<file path="src/rtl/fa_serial_seq.sv">
// Bit-serial adder: one behavioural full-adder cell is stepped over WIDTH
// clock edges, LSB first, to produce {Cout, Sum} = A + B + Cin.
//
// state   | meaning
// --------+---------------------------------------------------------
// IDLE    | waiting for Start; Sum/Cout hold the last result
// RUN     | one operand bit per edge through the full adder
// DONE    | single-cycle Done pulse, result registers just updated

module fa_behave (
    input  logic a,
    input  logic b,
    input  logic cin,
    output logic sum,
    output logic cout
);

    // Plain 1-bit full adder.
    always_comb begin
        sum  = a ^ b ^ cin;
        cout = (a & b) | (a & cin) | (b & cin);
    end

endmodule

module fa_serial_seq #(
    parameter int WIDTH = 8
) (
    input  logic             Clk,
    input  logic             Rst,
    input  logic             Start,
    input  logic [WIDTH-1:0] A,
    input  logic [WIDTH-1:0] B,
    input  logic             Cin,
    output logic             Busy,
    output logic             Done,
    output logic [WIDTH-1:0] Sum,
    output logic             Cout
);

    localparam int CW = $clog2(WIDTH + 1);
    localparam logic [CW-1:0] LAST_BIT = CW'(WIDTH - 1);
    localparam logic [CW-1:0] CNT_ONE  = CW'(1);

    localparam logic [1:0] ST_IDLE = 2'd0;
    localparam logic [1:0] ST_RUN  = 2'd1;
    localparam logic [1:0] ST_DONE = 2'd2;

    logic [1:0]       state;
    logic [WIDTH-1:0] sa;
    logic [WIDTH-1:0] sb;
    logic [WIDTH-1:0] ps;
    logic             c;
    logic [CW-1:0]    cnt;

    logic             fa_sum;
    logic             fa_cout;
    logic [WIDTH:0]   ps_cat;
    logic [WIDTH-1:0] ps_next;

    fa_behave u_fa (
        .a    (sa[0]),
        .b    (sb[0]),
        .cin  (c),
        .sum  (fa_sum),
        .cout (fa_cout)
    );

    // New sum bit enters at the MSB; the concatenate-and-slice form also
    // works for WIDTH == 1 where ps[WIDTH-1:1] would be an empty range.
    always_comb begin
        ps_cat  = {fa_sum, ps};
        ps_next = ps_cat[WIDTH:1];
    end

    // Sequencer: operand shifting, carry chaining and result capture.
    always_ff @(posedge Clk) begin
        if (Rst) begin
            state <= ST_IDLE;
            sa    <= '0;
            sb    <= '0;
            ps    <= '0;
            c     <= 1'b0;
            cnt   <= '0;
            Busy  <= 1'b0;
            Done  <= 1'b0;
            Sum   <= '0;
            Cout  <= 1'b0;
        end else begin
            case (state)
                ST_IDLE: begin
                    if (Start) begin
                        sa    <= A;
                        sb    <= B;
                        c     <= Cin;
                        cnt   <= '0;
                        ps    <= '0;
                        Busy  <= 1'b1;
                        state <= ST_RUN;
                    end
                end
                ST_RUN: begin
                    sa  <= sa >> 1;
                    sb  <= sb >> 1;
                    ps  <= ps_next;
                    c   <= fa_cout;
                    cnt <= cnt + CNT_ONE;
                    if (cnt == LAST_BIT) begin
                        Sum   <= ps_next;
                        Cout  <= fa_cout;
                        Done  <= 1'b1;
                        Busy  <= 1'b0;
                        state <= ST_DONE;
                    end
                end
                ST_DONE: begin
                    Done  <= 1'b0;
                    state <= ST_IDLE;
                end
                default: begin
                    Busy  <= 1'b0;
                    Done  <= 1'b0;
                    state <= ST_IDLE;
                end
            endcase
        end
    end

endmodule
</file>
<file path="config.mk">
export PLATFORM = sky130hd
export DESIGN_NAME = fa_serial_seq
export DESIGN_NICKNAME = d
export VERILOG_FILES = /design/src/rtl/fa_serial_seq.sv
export SDC_FILE = /design/constraint.sdc
export NUM_CORES = 1
export LEC_CHECK = 0
export ABC_AREA = 1
export BUFFER_PORTS_ARGS = -buffer_cell sky130_fd_sc_hd__buf_2
export CELL_PAD_IN_SITES_DETAIL_PLACEMENT = 1
export CELL_PAD_IN_SITES_GLOBAL_PLACEMENT = 1
export CORE_UTILIZATION = 42
export CTS_BUF_LIST = sky130_fd_sc_hd__clkbuf_16
export DETAILED_ROUTE_END_ITERATION = 8
export PLACE_DENSITY = 0.95
export SLEW_MARGIN = 20
export SYNTH_ARGS = -nofsm -noshare
export SYNTH_HDL_FRONTEND = slang
export SYNTH_SLANG_ARGS = --single-unit
</file>
<file path="constraint.sdc">
create_clock -name Clk -period 3.1 [get_ports Clk]
set_input_delay 0.62 -clock Clk [delete_from_list [all_inputs] [get_ports Clk]]
set_output_delay 0.62 -clock Clk [all_outputs]
set_load 0.01 [all_outputs]
</file>
==> results of run 1 <==
-- worst max-delay path: stages, from the launching register on --
cell	delay (ps)
dfxtp_1	340
nor2_1	800
nand2_1	230
inv_1	170
o21ai_0	90
nor2_1	130
-- cell usage in the layout, fill, tap and decap left out --
| master | synthesis | final |
|---|---|---|
| buf_2 | 6 | 30 |
| inv_1 | 21 | 21 |
| ha_1 | 1 | 1 |
| fa_1 | 1 | 1 |
| buf_4 | 3 | 1 |
| nand3_1 | 46 | 46 |
| o21ai_0 | 4 | 4 |
| nand3b_1 | 1 | 1 |
| nand2_1 | 67 | 67 |
| dfxtp_1 | 41 | 41 |
| nor2_1 | 36 | 36 |
| nand2_2 | 3 | 3 |
| clkinv_1 | 0 | 2 |
| a21oi_1 | 15 | 15 |
| o21ai_1 | 1 | 1 |
| clkinv_2 | 0 | 1 |
| nor2_4 | 2 | 2 |
| clkbuf_16 | 0 | 5 |
-- area by class of cell --
| type | count | share of cell area |
|---|---|---|
| Multi-Input combinational cell | 177 | 0.388 |
| Clock inverter | 3 | 0.00609 |
| Inverter | 21 | 0.0383 |
| Timing Repair Buffer | 31 | 0.0767 |
| Clock buffer | 5 | 0.0609 |
| Tap cell | 50 | 0.0304 |
| Sequential cell | 41 | 0.399 |
-- power groups by stage --
stage | clock network [mW] | logic [mW] | registers [mW]
after global placement | 0 | 0.105 | 0.568
after global routing | 0.526 | 0.124 | 0.561
after CTS | 0.496 | 0.111 | 0.559
final | 0.488 | 0.109 | 0.559
after detailed placement | 0 | 0.109 | 0.570
after floorplan | 0 | 0.0806 | 0.567
-- through the flow --
| stage | util | cells | instance area [µm²] | worst slack (ps) | hold slack [ps] |
|---|---|---|---|---|---|
| 6_report | 0.510 | 328 | 2060 | 1270 | 469 |
| 5_1_grt | 0.510 | 328 | 2060 | 1140 | 492 |
| 4_1_cts | 0.510 | 328 | 2060 | 1240 | 472 |
| 3_5_place_dp | 0.476 | 320 | 1920 | 1200 | 458 |
| 3_3_place_gp | 0.476 | 320 | 1920 | 1220 | 456 |
| 2_1_floorplan | - | 252 | 1770 | 1690 | 439 |
-- state kept, by name, summed over array words and instances (netlist names) --
register / count
sb: 8
ps: 7
Cout: 1
Done: 1
state: 2
Busy: 1
Sum: 8
c: 1
sa: 8
cnt: 4
-- per-layer routing --
layer  GRT usage  part of all wire  up-vias
met4      0.0638             0.012        0
met5           0                 0        -
met1       0.278              0.46      775
met2       0.379              0.49       25
li1            -                 -      843
met3      0.0582             0.037        7
-- kinds of logic after synthesis --
group | Yosys count
AOI/OAI and AO/OA | 20
adders and majority gates | 2
buffers and inverters | 34
DFF | 41
and+or+nand+nor | 155
-- final timing paths --
path | start | to | slack [ps] | depth (start not counted)
setup / recovery | state[1]$_SDFFE_PP0P_ | Busy$_SDFFE_PP0P_ | 1270 | 5
hold / removal | ps[4]$_SDFFE_PP0P_ | Sum[3]$_SDFFE_PP0P_ | 470 | 2
setup reg to reg | state[1]$_SDFFE_PP0P_ | Busy$_SDFFE_PP0P_ | 1270 | 5
hold reg to reg | ps[4]$_SDFFE_PP0P_ | Sum[3]$_SDFFE_PP0P_ | 470 | 2
==> results.json, run 1 <==
{
  "start_util": 0.440,
  "p_sw_frac": 0.245,
  "setup_viol": 0,
  "clk_pin_slew_ps": 60,
  "synthMuxAreaShare": 0,
  "grt_pass1_wl_um": 7440,
  "p_comb_frac": 0.094,
  "fin_crit_ps": 1830,
  "first_global_vias": 1665,
  "io_pins": 31,
  "ys_ff_latch": 41,
  "portBuffers": 30,
  "cts_resized": 0,
  "wl_per_cell_um": 13.6,
  "fp.dieH_um": 67.0,
  "cts_tree": "built",
  "hold_class": "register to register",
  "total_power_mw": 1.16,
  "power_density_mw_per_mm2": 562,
  "worst_slew_margin_rel": 0.303,
  "grt_max_degree": 28,
  "fin_tns_setup_ps": 0,
  "critPathLaunchType": "register",
  "rsz0062_at_grt": "no",
  "vias": 1650,
  "drt_iter0_drc": 74,
  "die_x_um": 67.0,
  "synth_adder_area_share": 0.0183,
  "finalClockSkew_ps": 4.11,
  "avgSynthCellArea_um2": 7.04,
  "path_max_fanout": 16,
  "ys_warn_count": 0,
  "seqCellArea_um2": 821,
  "status": "finished clean",
  "antennaDiodeCount": 0,
  "area_growth_pct": 15.9,
  "cts_setup_buffers": 0,
  "multi_input_area_um2": 798,
  "max_cap_viol_count": 0,
  "yosys.area.top_type": "dfxtp_1",
  "drt_pass1_iterations": 4,
  "synth-compound-area-share": 0.0565,
  "synth_edf_count": 0,
  "viasPerCell": 5.03,
  "yosysTopAreaCellShare": 0.463,
  "track_usage": 0.225,
  "clockBufferDepth": 2,
  "grt-ovfl-total": 0,
  "drv_slew": 0,
  "cp.arrival_ps": 2040,
  "worstPathRequired_ps": 3310,
  "synthXorXnorAreaFrac": 0,
  "cts_num_sinks": 41,
  "insertion_delay_ps": 280,
  "dominantRegCellSynth": "dfxtp_1",
  "worstMarginPinSlew_ps": 1040,
  "ctsRootBufferMaster": "clkbuf_16",
  "crit_type": "register to register",
  "antenna_found_initial": 0,
  "drc": 0,
  "synth_seq_area_share": 0.463,
  "end_kind": "register",
  "routed_wl_um": 4460,
  "synthTopCellsByCount": "67 x nand2_1, 46 x nand3_1, 41 x dfxtp_1",
  "drive_gt1_frac": 0.151,
  "period_share": 0.591,
  "synth_area_leaders": "dfxtp_1 46%, nand2_1 14%, nand3_1 13%, nor2_1 7.6%, inv_1 4.4%",
  "p_leak_nw": 0.966,
  "fp.coreArea_mm2": 0.00403,
  "htreeDepth": 2,
  "vdd_drop_max_mv": 0.361,
  "postSynthCellCount": 252,
  "dieArea_mm2": 0.00448,
  "clockPowerShare": 0.422,
  "final_hold_viol_count": 0,
  "postRouteAntennaNets": 0,
  "globalplace.congestion": 0.726,
  "rows": 23,
  "fill_cells": 544,
  "hpwlAfterDp_um": 3040,
  "p_sw_mw": 0.283,
  "finalNetCount": 299,
  "synth-simple-area-share": 0.375,
  "synthArstFlopShare": 0,
  "netlist_area_mm2": 0.00177,
  "synth_top_family_by_area": "simple AND/OR/NAND/NOR gates",
  "cts-buffers-inserted": 5,
  "holdBufCountCts": 0,
  "p_seq_frac": 0.483,
  "max_freq_mhz": 546,
  "cellInternalPower_mw": 0.873,
  "yosys.cell_count.top_type": "nand2_1",
  "syn-num-nets": 274,
  "synth_cell_types": 18
}
No activity file was read; power rests on OpenSTA's default activity.
==> run 2, diff against run 1 <==
--- a/config.mk
+++ b/config.mk
@@ -9,10 +9,10 @@
 export BUFFER_PORTS_ARGS = -buffer_cell sky130_fd_sc_hd__buf_2
 export CELL_PAD_IN_SITES_DETAIL_PLACEMENT = 1
 export CELL_PAD_IN_SITES_GLOBAL_PLACEMENT = 1
-export CORE_UTILIZATION = 42
+export CORE_UTILIZATION = 35
 export CTS_BUF_LIST = sky130_fd_sc_hd__clkbuf_16
 export DETAILED_ROUTE_END_ITERATION = 8
-export PLACE_DENSITY = 0.95
+export PLACE_DENSITY = 0.86
 export SLEW_MARGIN = 20
 export SYNTH_ARGS = -nofsm -noshare
 export SYNTH_HDL_FRONTEND = slang
==> constraint.sdc (replaced) <==
create_clock -name Clk -period 1.65 [get_ports Clk]
set_input_delay 0.33 -clock Clk [delete_from_list [all_inputs] [get_ports Clk]]
set_output_delay 0.33 -clock Clk [all_outputs]
set_load 0.01 [all_outputs]
==> run 2 against run 1 <==
Compared with the run above:
- sequential share of layout area decreased by 1.6 points
- sequential power rose by 88%
- largest cell class unchanged
- clock power is 89% higher
- critical endpoint is now Cout$_SDFFE_PP0P_
- combinational power rose by 110%
==> results.json, run 2 (synthesized netlist as in run 1, its figures left out) <==
{
  "period_share": 0.838,
  "track_usage": 0.190,
  "grt-ovfl-total": 0,
  "utilization": 0.447,
  "wl_per_cell_um": 13.4,
  "drv_slew": 0,
  "path_max_fanout": 10,
  "crit_type": "register to register",
  "status": "finished clean",
  "cts_setup_buffers": 0,
  "seqCellArea_um2": 821,
  "final_hold_viol_count": 0,
  "worstHoldPathCells": 3,
  "globalplace.congestion": 0.775,
  "layout_common_cells": "67 x nand2_1, 46 x nand3_1, 41 x dfxtp_1",
  "hpwlAfterDp_um": 3310,
  "ctsRootBufferMaster": "clkbuf_16",
  "start_util": 0.370,
  "hold_class": "primary input to register",
  "reg2reg_to": "Cout$_SDFFE_PP0P_",
  "first_global_vias": 1639,
  "whs_ps": 333,
  "crit_family": "simple AND/OR/NAND/NOR gates",
  "viasPerCell": 4.77,
  "postRouteAntennaNets": 0,
  "portBuffers": 30,
  "finalNetCount": 306,
  "clk_pin_slew_ps": 60,
  "cts_num_sinks": 41,
  "reg_top3": "Sum (8), sa (8), sb (8)",
  "path_buf_inv": 1,
  "hold_end": "sa[7]$_SDFFE_PP0P_",
  "vdd_drop_max_mv": 0.540,
  "drt_iter0_drc": 79,
  "cp.arrival_ps": 1550,
  "io_pins": 31,
  "fp.coreArea_mm2": 0.00479,
  "fin_crit_ps": 1380,
  "hp-start": "A[7]",
  "ff2ff_path_depth": 7,
  "grt_pass1_wl_um": 7570,
  "holdBufCountCts": 0,
  "critPathLaunchType": "register",
  "rrSetupSlack_ps": 270,
  "fin_tns_setup_ps": 0,
  "dieArea_mm2": 0.00535,
  "cts_resized": 0,
  "fp.dieH_um": 73.2,
  "drive_gt1_frac": 0.173,
  "power_density_mw_per_mm2": 1030,
  "vias": 1675,
  "crit_top_cell": "nand2_1",
  "fill_cells": 637,
  "rows": 25,
  "worst_slew_margin_rel": 0.725,
  "max_freq_mhz": 723,
  "worstMarginPinSlew_ps": 412,
  "setup_viol": 0,
  "htreeDepth": 2,
  "routed_wl_um": 4710,
  "crit_chain": "ha_1 > nand2_1 > nor2_1 > nand2_1 > buf_4 > nand3_1 > nand2_1",
  "p_leak_nw": 0.996,
  "insertion_delay_ps": 280,
  "crit_path_top_delay_cell": "dfxtp_1",
  "drc": 0,
  "finalClockSkew_ps": 5.37,
  "crit_path_max_incr_delay_ps": 370,
  "worstPathRequired_ps": 1820,
  "die_x_um": 73.2,
  "reg2reg_from": "cnt[0]$_SDFFE_PP0P_",
  "area_growth_pct": 20.7,
  "drt_pass1_iterations": 4,
  "antennaDiodeCount": 0,
  "antenna_found_initial": 0,
  "multi_input_area_um2": 798,
  "cts_tree": "built",
  "end_kind": "register",
  "rsz0062_at_grt": "no",
  "grt_max_degree": 26,
  "max_cap_viol_count": 0,
  "clockBufferDepth": 2,
  "cts-buffers-inserted": 5,
  "final_common_cell": "nand2_1"
}
## run 2: cell types whose count changed in the layout (fill, tap and decap cells not counted), sizes merged
cell	change
clkinv	-2
buf	+7
clkinvlp	+1
## run 2: worst max path at each step
stage                          startpoint                   to  slack (ps)  cells past startpoint
CTS                   cnt[1]$_SDFFE_PP0P_    Cout$_SDFFE_PP0P_         270                      7
finish                cnt[0]$_SDFFE_PP0P_    Cout$_SDFFE_PP0P_         270                      7
global placement    state[1]$_SDFFE_PP0P_   sb[3]$_SDFFE_PP0P_         360                      6
detailed placement  state[1]$_SDFFE_PP0P_   sb[5]$_SDFFE_PP0P_         280                      6
global route          cnt[0]$_SDFFE_PP0P_  Sum[7]$_SDFFE_PP0P_         130                      7
floorplan             cnt[0]$_SDFFE_PP0P_  Sum[3]$_SDFFE_PP0P_         460                      7
## run 2: through the flow
stage / worst slack [ps] / std cells / instance area, µm² / power, mW
floorplan: 458 / 252 / 1770 / 1.22
global placement: 363 / 344 / 2000 / 1.29
detailed placement: 283 / 344 / 2000 / 1.30
CTS: 267 / 351 / 2140 / 2.22
global route: 135 / 351 / 2140 / 2.29
finish: 268 / 351 / 2140 / 2.20
## run 2: per-layer routing
| layer | global-route usage | wire (µm) |
|---|---|---|
| met1 | 0.217 | 2110 |
| met2 | 0.344 | 2410 |
| met3 | 0.0470 | 144 |
| met4 | 0.0654 | 48 |
| met5 | 0 | 0 |
## run 2: where the power goes
| part | switching [mW] | internal, mW |
|---|---|---|
| combinational | 0.143 | 0.0846 |
| sequential | 0.0219 | 1.03 |
| clock | 0.375 | 0.546 |
## run 2: layout make-up
class	count	share of cell area
clock buffers	5	0.0584
repair buffers	38	0.104
inverters	21	0.0368
multi-input cells	177	0.373
flip-flops and latches	41	0.383
well taps	67	0.0392
clock inverters	2	0.00526
## run 2: worst register-to-register path: stages (launching register included)
cell     delay, ps
dfxtp_1        370
ha_1           210
nand2_1         80
nor2_1         140
nand2_1        130
buf_4          200
nand3_1         80
nand2_1         70
==> run 3, diff against run 2 <==
--- a/config.mk
+++ b/config.mk
@@ -5,11 +5,11 @@
 export SDC_FILE = /design/constraint.sdc
 export NUM_CORES = 1
 export LEC_CHECK = 0
-export ABC_AREA = 1
+export ABC_AREA = 0
 export BUFFER_PORTS_ARGS = -buffer_cell sky130_fd_sc_hd__buf_2
 export CELL_PAD_IN_SITES_DETAIL_PLACEMENT = 1
 export CELL_PAD_IN_SITES_GLOBAL_PLACEMENT = 1
-export CORE_UTILIZATION = 35
+export CORE_UTILIZATION = 37
 export CTS_BUF_LIST = sky130_fd_sc_hd__clkbuf_16
 export DETAILED_ROUTE_END_ITERATION = 8
 export PLACE_DENSITY = 0.86
==> constraint.sdc (replaced) <==
create_clock -name Clk -period 1.2 [get_ports Clk]
set_input_delay 0.24 -clock Clk [delete_from_list [all_inputs] [get_ports Clk]]
set_output_delay 0.24 -clock Clk [all_outputs]
set_load 0.01 [all_outputs]
==> run 3 against run 2 <==
Compared with the run above:
- the flow now finishes with violations (setup timing)
- sequential cell count stayed put
- clock-buffer cell count unchanged
- via count rose by 4.8%
- clock skew hardly changed
- non-clock buffer count increased by 16
- clock power up 64%
- synthesized cell count shrank 13%
==> results.json, run 3 <==
{
  "drv_slew": 0,
  "cts_num_sinks": 41,
  "synth_seq_area_share": 0.445,
  "layout_common_cells": "33 x dfxtp_1, 33 x a21oi_1, 30 x buf_2",
  "drive_gt1_frac": 0.404,
  "p_leak_nw": 1.01,
  "met1_length_um": 2380,
  "fill_cells": 573,
  "total_power_mw": 3.40,
  "dp_cells": 317,
  "drc": 0,
  "io_pins": 31,
  "cts_tree": "built",
  "wl_met3_um": 192,
  "wl_met2_um": 2640,
  "setup_viol": 2,
  "cp.arrival_ps": 1450,
  "grt-ovfl-total": 0,
  "worstMarginPinSlew_ps": 246,
  "period_share": 1.03,
  "area_growth_pct": 34.9,
  "dominantRegCellSynth": "dfxtp_1",
  "finalNetCount": 281,
  "critPathLaunchType": "register",
  "netlist_area_mm2": 0.00185,
  "grt_pass1_wl_um": 8290,
  "synth_area_leaders": "dfxtp_1 44%, a21oi_1 10%, o221a_2 7.9%, nor2_1 5.3%, o22a_1 3.3%",
  "violations": "setup timing",
  "end_kind": "register",
  "synthArstFlopShare": 0,
  "first_global_vias": 1743,
  "worst_slew_margin_rel": 0.836,
  "finalClockSkew_ps": 5.50,
  "antennaDiodeCount": 0,
  "top_layer": "met4",
  "path_max_fanout": 2,
  "postSynthCellCount": 219,
  "insertion_delay_ps": 290,
  "synth_cell_types": 29,
  "dieArea_mm2": 0.00527,
  "drt_iter0_drc": 91,
  "synth_edf_count": 0,
  "ys_warn_count": 0,
  "viasPerCell": 5.37,
  "max_freq_mhz": 812,
  "synthTopCellsByCount": "41 x dfxtp_1, 37 x a21oi_1, 26 x nor2_1",
  "clk_pin_slew_ps": 60,
  "yosys.cell_count.top_type": "dfxtp_1",
  "yosys.area.top_type": "dfxtp_1",
  "finalNonFillerCells": 327,
  "grt_max_degree": 23,
  "max_cap_viol_count": 0,
  "portBuffers": 30,
  "fin_crit_ps": 1230,
  "postRouteAntennaNets": 0,
  "crit_type": "register to register",
  "power_density_mw_per_mm2": 1370,
  "layout_setup_ws_ps": -31.6,
  "wl_per_cell_um": 16.0,
  "track_usage": 0.204,
  "ctsRootBufferMaster": "clkbuf_16",
  "reg_top3": "Sum (8), sa (8), sb (8)",
  "htreeDepth": 2,
  "start_util": 0.388,
  "globalplace.congestion": 0.751,
  "fp.coreArea_mm2": 0.00475,
  "seqCellArea_um2": 833,
  "clockBufferDepth": 2,
  "ys_ff_latch": 41,
  "die_x_um": 72.6,
  "drt_pass1_iterations": 4,
  "cts-buffers-inserted": 5,
  "syn-num-nets": 241,
  "vias": 1755,
  "antenna_found_initial": 0,
  "status": "complete, but fails checks",
  "hold_class": "primary input to register",
  "routed_wl_um": 5250,
  "avgSynthCellArea_um2": 8.43,
  "multi_input_area_um2": 981,
  "vdd_drop_max_mv": 0.563,
  "fp.dieH_um": 72.6,
  "rows": 25,
  "hpwlAfterDp_um": 3290,
  "rsz0062_at_grt": "yes",
  "worstPathRequired_ps": 1420,
  "yosysTopAreaCellShare": 0.445,
  "final_hold_viol_count": 0
}
[run 3: cell types whose count changed after synthesis, moves of 5 or more]
| cell | previous run | this run |
|---|---|---|
| a21oi_1 | 15 | 37 |
| nand2_1 | 67 | 4 |
| nand3_1 | 46 | 11 |
| o221a_2 | 0 | 13 |
| a22oi_1 | 0 | 8 |
| o22a_1 | 0 | 7 |
| clkbuf_1 | 2 | 10 |
| nor2b_1 | 0 | 6 |
| buf_2 | 6 | 11 |
| nor2_1 | 36 | 26 |
| inv_1 | 21 | 15 |
[run 3: critical path, cell delays in order, from the launching register on]
cell and delay, ps:
dfxtp_2 330, fa_2 610, nand3_1 100, a21oi_2 130
[run 3: cell families after synthesis]
group | Yosys count | share of synthesized area
AO/OA/AOI/OAI | 83 | 0.307
AND/OR/NAND/NOR | 56 | 0.144
flip-flops | 41 | 0.445
buffers and inverters | 36 | 0.0807
adder cells (fa/ha/maj) | 2 | 0.0176
multiplexers | 1 | 0.00542
[run 3: path summary, 6_finish.rpt]
path                            cells after the start                start  slack, ps                   to
worst max-delay path                                3   sb[0]$_SDFFE_PP0P_        -30  Sum[7]$_SDFFE_PP0P_
worst min-delay path                                3                 A[7]        260   sa[7]$_SDFFE_PP0P_
worst max register to register                      3   sb[0]$_SDFFE_PP0P_        -30  Sum[7]$_SDFFE_PP0P_
worst min register to register                      2  Sum[4]$_SDFFE_PP0P_        470  Sum[4]$_SDFFE_PP0P_
[run 3: layout make-up]
cell class / instances / area share
multi-input cells: 142 / 0.394
flip-flops and latches: 41 / 0.335
repair buffers: 54 / 0.150
clock buffers: 5 / 0.0503
well taps: 67 / 0.0337
inverters: 15 / 0.0226
clock inverters: 3 / 0.0151
[run 3: metal layers]
layer  global-route usage  vias up
met5                    0        -
met4               0.0458        0
met3               0.0511        3
met2                0.359       34
met1                0.250      856
li1                     -      862
[run 3: per-stage QoR]
step | setup slack [ps] | hold WS, ps | cell area [µm²] | util | setup TNS (ps)
final | -31.6 | 263 | 2490 | 0.524 | -53.4
after global routing | -51.0 | 270 | 2490 | 0.524 | -177
after CTS | -23.1 | 240 | 2370 | 0.499 | -38.1
after detailed placement | -55.7 | 470 | 2160 | 0.455 | -82.4
after global placement | 17.1 | 463 | 2160 | 0.455 | 0
after floorplan | 13.3 | 424 | 1850 | - | 0
[run 3: report_power, final]
| part | total (mW) | internal (mW) | switching [mW] |
|---|---|---|---|
| Clock | 1.51 | 0.967 | 0.544 |
| Combinational | 0.406 | 0.196 | 0.210 |
| Sequential | 1.48 | 1.43 | 0.0579 |
| Total | 3.40 | 2.59 | 0.812 |
[run 3: repair_timing]
action	CTS	global route
setup endpoints to repair	14	21
pin swaps	2	5
resized for setup	13	35
cloned	1	0
setup buffers	0	1
hold buffers	0	0
